### config.mk
export PLATFORM = sky130hd
export DESIGN_NAME = cm0_dap_cdc_addr_capture
export DESIGN_NICKNAME = d
export VERILOG_FILES = /design/src/rtl/cm0_dap_cdc_addr_capture.sv
export SDC_FILE = /design/constraint.sdc
export NUM_CORES = 1
export LEC_CHECK = 0
export ABC_AREA = 1
export BUFFER_PORTS_ARGS = -buffer_cell sky130_fd_sc_hd__buf_2
export CAP_MARGIN = 20
export CORE_AREA = 3 3 40 42
export DETAILED_ROUTE_END_ITERATION = 10
export DIE_AREA = 0 0 43 45
export HOLD_SLACK_MARGIN = 0.15
export PLACE_DENSITY = 0.67
export SYNTH_ARGS = -nofsm -noshare
export SYNTH_HDL_FRONTEND = slang
export SYNTH_SLANG_ARGS = --single-unit
### constraint.sdc
create_clock -name DCLK -period 1.2 [get_ports DCLK]
set_clock_uncertainty 0.05 [all_clocks]
set_input_delay 0.12 -clock DCLK [delete_from_list [all_inputs] [get_ports DCLK]]
set_output_delay 0.12 -clock DCLK [all_outputs]
set_load 0.005 [all_outputs]
### src/rtl/cm0_dap_cdc_addr_capture.sv
// Receiving-domain side of a 4-phase request/acknowledge address crossing.
// CM0_DAP_CDC_SYNC3_EN selects a 3-stage request synchroniser instead of the default 2 stages.
//
// state | meaning
// IDLE  | waiting for synchronised request; all outputs low
// OPEN  | MASKEN raised for one cycle so the upstream mask output settles
// CAPT  | address captured and offered to the consumer, mask held open
// ACKH  | acknowledge raised; waiting for the request to drop
module cm0_dap_cdc_addr_capture #(
   parameter int PRESENT = 1
) (
   input  logic       DCLK,
   input  logic       DRESET,
   input  logic       REQ_ASYNC,
   input  logic [3:0] ADDR_MASKED,
   output logic       MASKEN,
   output logic       ACK,
   output logic [3:0] ADDR_Q,
   output logic       ADDR_VALID,
   input  logic       ADDR_READY
);

`ifdef CM0_DAP_CDC_SYNC3_EN
   localparam int SYNC_STAGES = 3;
`else
   localparam int SYNC_STAGES = 2;
`endif

   generate
      if (PRESENT != 0) begin : g_present
         typedef enum logic [1:0] {
            IDLE = 2'd0,
            OPEN = 2'd1,
            CAPT = 2'd2,
            ACKH = 2'd3
         } state_t;

         state_t                 state_q;
         logic [SYNC_STAGES-1:0] sync_q;
         logic                   req_sync;
         logic                   masken_q;
         logic                   ack_q;
         logic                   valid_q;
         logic [3:0]             addr_q;

         // REQ_ASYNC is sampled only by the first stage of this chain.
         always_ff @(posedge DCLK) begin
            if (DRESET) begin
               sync_q <= '0;
            end else begin
               sync_q <= {sync_q[SYNC_STAGES-2:0], REQ_ASYNC};
            end
         end

         assign req_sync = sync_q[SYNC_STAGES-1];

         // Outputs are loaded alongside the state so each one is a plain flop.
         always_ff @(posedge DCLK) begin
            if (DRESET) begin
               state_q  <= IDLE;
               masken_q <= 1'b0;
               ack_q    <= 1'b0;
               valid_q  <= 1'b0;
               addr_q   <= 4'h0;
            end else begin
               case (state_q)
                  IDLE: begin
                     if (req_sync) begin
                        state_q  <= OPEN;
                        masken_q <= 1'b1;
                     end
                  end
                  OPEN: begin
                     state_q <= CAPT;
                     valid_q <= 1'b1;
                     addr_q  <= ADDR_MASKED;
                  end
                  CAPT: begin
                     if (valid_q && ADDR_READY) begin
                        state_q  <= ACKH;
                        masken_q <= 1'b0;
                        valid_q  <= 1'b0;
                        ack_q    <= 1'b1;
                     end
                  end
                  ACKH: begin
                     if (!req_sync) begin
                        state_q <= IDLE;
                        ack_q   <= 1'b0;
                     end
                  end
                  default: begin
                     state_q  <= IDLE;
                     masken_q <= 1'b0;
                     ack_q    <= 1'b0;
                     valid_q  <= 1'b0;
                  end
               endcase
            end
         end

         assign MASKEN     = masken_q;
         assign ACK        = ack_q;
         assign ADDR_VALID = valid_q;
         assign ADDR_Q     = addr_q;
      end else begin : g_absent
         assign MASKEN     = 1'b0;
         assign ACK        = 1'b0;
         assign ADDR_VALID = 1'b0;
         assign ADDR_Q     = 4'h0;
      end
   endgenerate

endmodule

==> flow_summary.rst <==
.. list-table::
   :header-rows: 1

   * - Metric
     - Value
   * - Status
     - complete, no violations
   * - Grt total ovfl
     - 0
   * - Synthesis warning total
     - 0
   * - Effective utilization at floorplan
     - 0.411
   * - Layer with the highest usage after global routing
     - met2
   * - Max stage delay cell, worst path
     - sky130_fd_sc_hd__dfxtp_2
   * - GRT Overall Usage
     - 0.131
   * - Source of the worst register-to-register timing path
     - g_present.state_q[0]
   * - Measured slew at the worst slew-check pin
     - 0.170 ns
   * - Classification of the worst-slack hold path
     - flip-flop to flip-flop
   * - Detailed-route wire length
     - 1.18 mm
   * - Post-synthesis share of cell area spent on full adders, half adders and majority gates
     - 0.118
   * - Element type at the critical path start
     - flip-flop
   * - Top post-synthesis cells by area
     - sky130_fd_sc_hd__dfxtp_1, sky130_fd_sc_hd__ha_1, sky130_fd_sc_hd__nor2_1
   * - Predominant post-synthesis flop cell
     - sky130_fd_sc_hd__dfxtp_1
   * - Leading cell type by number of instances after synthesis
     - sky130_fd_sc_hd__nor2_1
   * - DRC violation total after the first TritonRoute iteration
     - 12
   * - Worst Min Path Start
     - g_present.sync_q[0]
   * - Internal portion of total power
     - 966 µW
   * - Buffer cell driving the clock tree root
     - sky130_fd_sc_hd__clkbuf_4
   * - Worst Path Required
     - 1.36 ns
   * - Max Clk Rate
     - 852 MHz
   * - Distinct cells, synth
     - 15
   * - Clock latency at the later pin of the worst-skew pair
     - 0.27 ns
   * - Post-layout net count
     - 110
   * - Number of antenna violations at the first check in global routing
     - 0
   * - Sequential cell fraction of total power
     - 0.352
   * - Sequential area share after synthesis
     - 0.417
   * - Combinational family with the most area after synthesis
     - simple AND/OR/NAND/NOR gates
   * - Relative contribution of the clock network to total power
     - 0.169
   * - Hold Vio Cnt, Final
     - 0
   * - Post-synthesis compound-gate area fraction
     - 0.0806
   * - Data arrival time of the worst path
     - 1.33 ns
   * - Pin count of the biggest net entering global routing
     - 9
   * - Ratio of cells with drive above 1 in the final layout
     - 0.354
   * - Wire length per cell
     - 10.6 µm
   * - Worst ir drop on vdd
     - 0.00116 V
   * - Fin. max-slew vios
     - 0
   * - CP Cell Sequence
     - inv_4 > ha_4 > inv_2 > or2_1 > a21oi_1
   * - HPWL after detailed placement
     - 751 µm
   * - Total CTS buffers
     - 3
   * - Sort of element at the end of the critical path
     - flip-flop
   * - Clock tree buffer depth
     - 2
   * - Synth Area in Simple Gates
     - 0.299
   * - Top post-synthesis cells by count
     - sky130_fd_sc_hd__nor2_1, sky130_fd_sc_hd__dfxtp_1, sky130_fd_sc_hd__inv_1, sky130_fd_sc_hd__nand2_1, sky130_fd_sc_hd__ha_1
   * - Netlist area before placement
     - 528 µm²
   * - Number of nets still failing antenna checks after routing
     - 0
   * - Row count
     - 13
   * - Final setup violation count
     - 0
   * - Area of all placed cells without fillers
     - 774 µm²
   * - Number of port buffers
     - 14
   * - Unrepaired setup endpoints after global routing
     - yes
   * - Period utilization
     - 0.979
   * - Total number of vias
     - 517
   * - Power Total
     - 1550 µW
   * - M3 GR Usage
     - 0.0518
   * - Maximum level of the CTS H-tree
     - 1
   * - Crit path largest cell delay
     - 0.37 ns
   * - Worst-case headroom to the max-slew limit
     - 0.886
   * - Area of the die
     - 1940 µm²
   * - Static Leakage
     - 0.000383 µW
   * - Mean cell area of the mapped netlist
     - 7.76 µm²
   * - #FFs+latches synth
     - 11
   * - First-pass GRT wire length
     - 1.84 mm
   * - Fraction of registers with async set or reset after synthesis
     - 0
   * - TritonRoute pass-1 iters
     - 4
   * - Min cycle time layout
     - 1.17 ns
   * - Post-synth top area share
     - 0.417
   * - DRC Markers
     - 0
   * - WHS
     - 0.359 ns
   * - Global routing usage on met2
     - 0.207
   * - WP buf/inv
     - 2
   * - NetSw
     - 588 µW
   * - Vias in the first global route
     - 457
   * - Die height
     - 45 µm
   * - CTS tree
     - done
   * - Critical path peak fanout
     - 3
   * - Clock slew at the register clock pins of the worst setup and hold paths
     - 0.08 ns
   * - Switch share
     - 0.378
   * - Routed vias/inst
     - 4.66
   * - Die span in x
     - 43 µm
   * - Met1 Resource Use GR
     - 0.146
   * - Layout-stage area growth over the synthesis result
     - 46.7%
   * - Combinational group share of total power
     - 0.479
   * - RePlAce Congestion
     - 0.751
   * - Number of top-level pins
     - 15
   * - Mux cell area share after synthesis
     - 0
   * - Cell count after synthesis
     - 68
   * - Diodes inserted
     - 0
   * - Total power per unit cell area
     - 2010 nW/µm²
   * - Post-synth EDFFs
     - 0
   * - Final core area utilization
     - 0.603
   * - Launching element of the worst setup path
     - g_present.state_q[0]
   * - Total number of clock tree sinks
     - 11
   * - Xor and xnor area share after synthesis
     - 0
   * - Core area
     - 1280 µm²
   * - Post-route setup TNS
     - 0 ns
   * - Layout fillers
     - 115
   * - Max-cap violation count
     - 0
   * - Cell type with the highest aggregate area in the netlist
     - sky130_fd_sc_hd__dfxtp_1
   * - Category of the critical setup timing path
     - flip-flop to flip-flop
   * - Critical path's top delay family
     - flip-flops
   * - Nets in the synthesized netlist
     - 81
   * - Area after DPL
     - 624 µm²
==> area by class of cell <==
type,instances,area [µm²],share of cell area
well taps,15,18.8,0.0242
inverters,12,50.0,0.0646
flip-flops and latches,11,225,0.291
clock buffers,4,26.3,0.0339
multi-input cells,45,288,0.372
repair buffers,24,166,0.215
==> power groups by stage <==
| stage | combinational [µW] | sequential [µW] | clock (µW) |
|---|---|---|---|
| final | 745 | 547 | 263 |
| after global routing | 831 | 558 | 283 |
| after CTS | 666 | 536 | 272 |
| after detailed placement | 592 | 534 | 0 |
| after global placement | 590 | 528 | 0 |
| after floorplan | 408 | 537 | 0 |
==> worst register-to-register path, delay by kind of cell, from the launching register on <==
kind / cells / cell delay [ns]
AO/OA/AOI/OAI: 1 / 0.13
buffers and inverters: 2 / 0.09
adder cells (fa/ha/maj): 1 / 0.26
AND/OR/NAND/NOR: 1 / 0.20
flip-flops: 1 / 0.37
==> stage by stage <==
stage                     setup slack (ns)  cells
after global routing               -0.0250    111
after floorplan                     0.0514     68
after detailed placement           -0.0605     98
after CTS                           0.0276    109
after global placement             -0.0474     98
final                               0.0256    111
==> registers in the layout, summed over array words and instances (netlist names) <==
| name | count |
|---|---|
| ACK | 1 |
| ADDR_Q | 4 |
| ADDR_VALID | 1 |
| MASKEN | 1 |
| g_present.state_q | 2 |
| g_present.sync_q | 2 |
==> cells by family after synthesis <==
group           after synthesis
flops                        11
simple gates                 33
buf+inv                      12
fa+ha+maj                     5
compound gates                7
==> cells in the final DEF (no fill, tap or decap), drive strengths merged <==
| master | instances |
|---|---|
| ha | 5 |
| buf | 17 |
| inv | 12 |
| dfxtp | 11 |
| or2 | 1 |
| clkbuf | 4 |
| dlygate4sd3 | 7 |
| o21ai | 4 |
| nand2 | 12 |
| a21oi | 3 |
| nand3 | 5 |
| nor2 | 13 |
| nand4 | 2 |
==> metal layers <==
| layer | part of all wire | up-vias | wire length (µm) |
|---|---|---|---|
| met5 | 0 | - | 0 |
| met4 | 0.010 | 0 | 12 |
| met3 | 0.057 | 2 | 67 |
| met2 | 0.47 | 12 | 557 |
| met1 | 0.46 | 236 | 541 |
| li1 | - | 267 | - |
==> worst paths after layout <==
path | to | slack [ns] | depth (start not counted)
min | g_present.sync_q[1] | 0.36 | 2
max reg2reg | ADDR_VALID | 0.03 | 5
max | ADDR_VALID | 0.03 | 5
min reg2reg | g_present.sync_q[1] | 0.36 | 2
==> repair_timing <==
action | 4_1_cts | 5_1_grt
pin swaps | 0 | 2
gates resized for setup | 6 | 6
hold endpoints to repair | 10 | 0
hold buffers | 7 | 0
setup endpoints to repair | 3 | 4
setup buffers | 0 | 2
(Power assumes the default switching activity.)
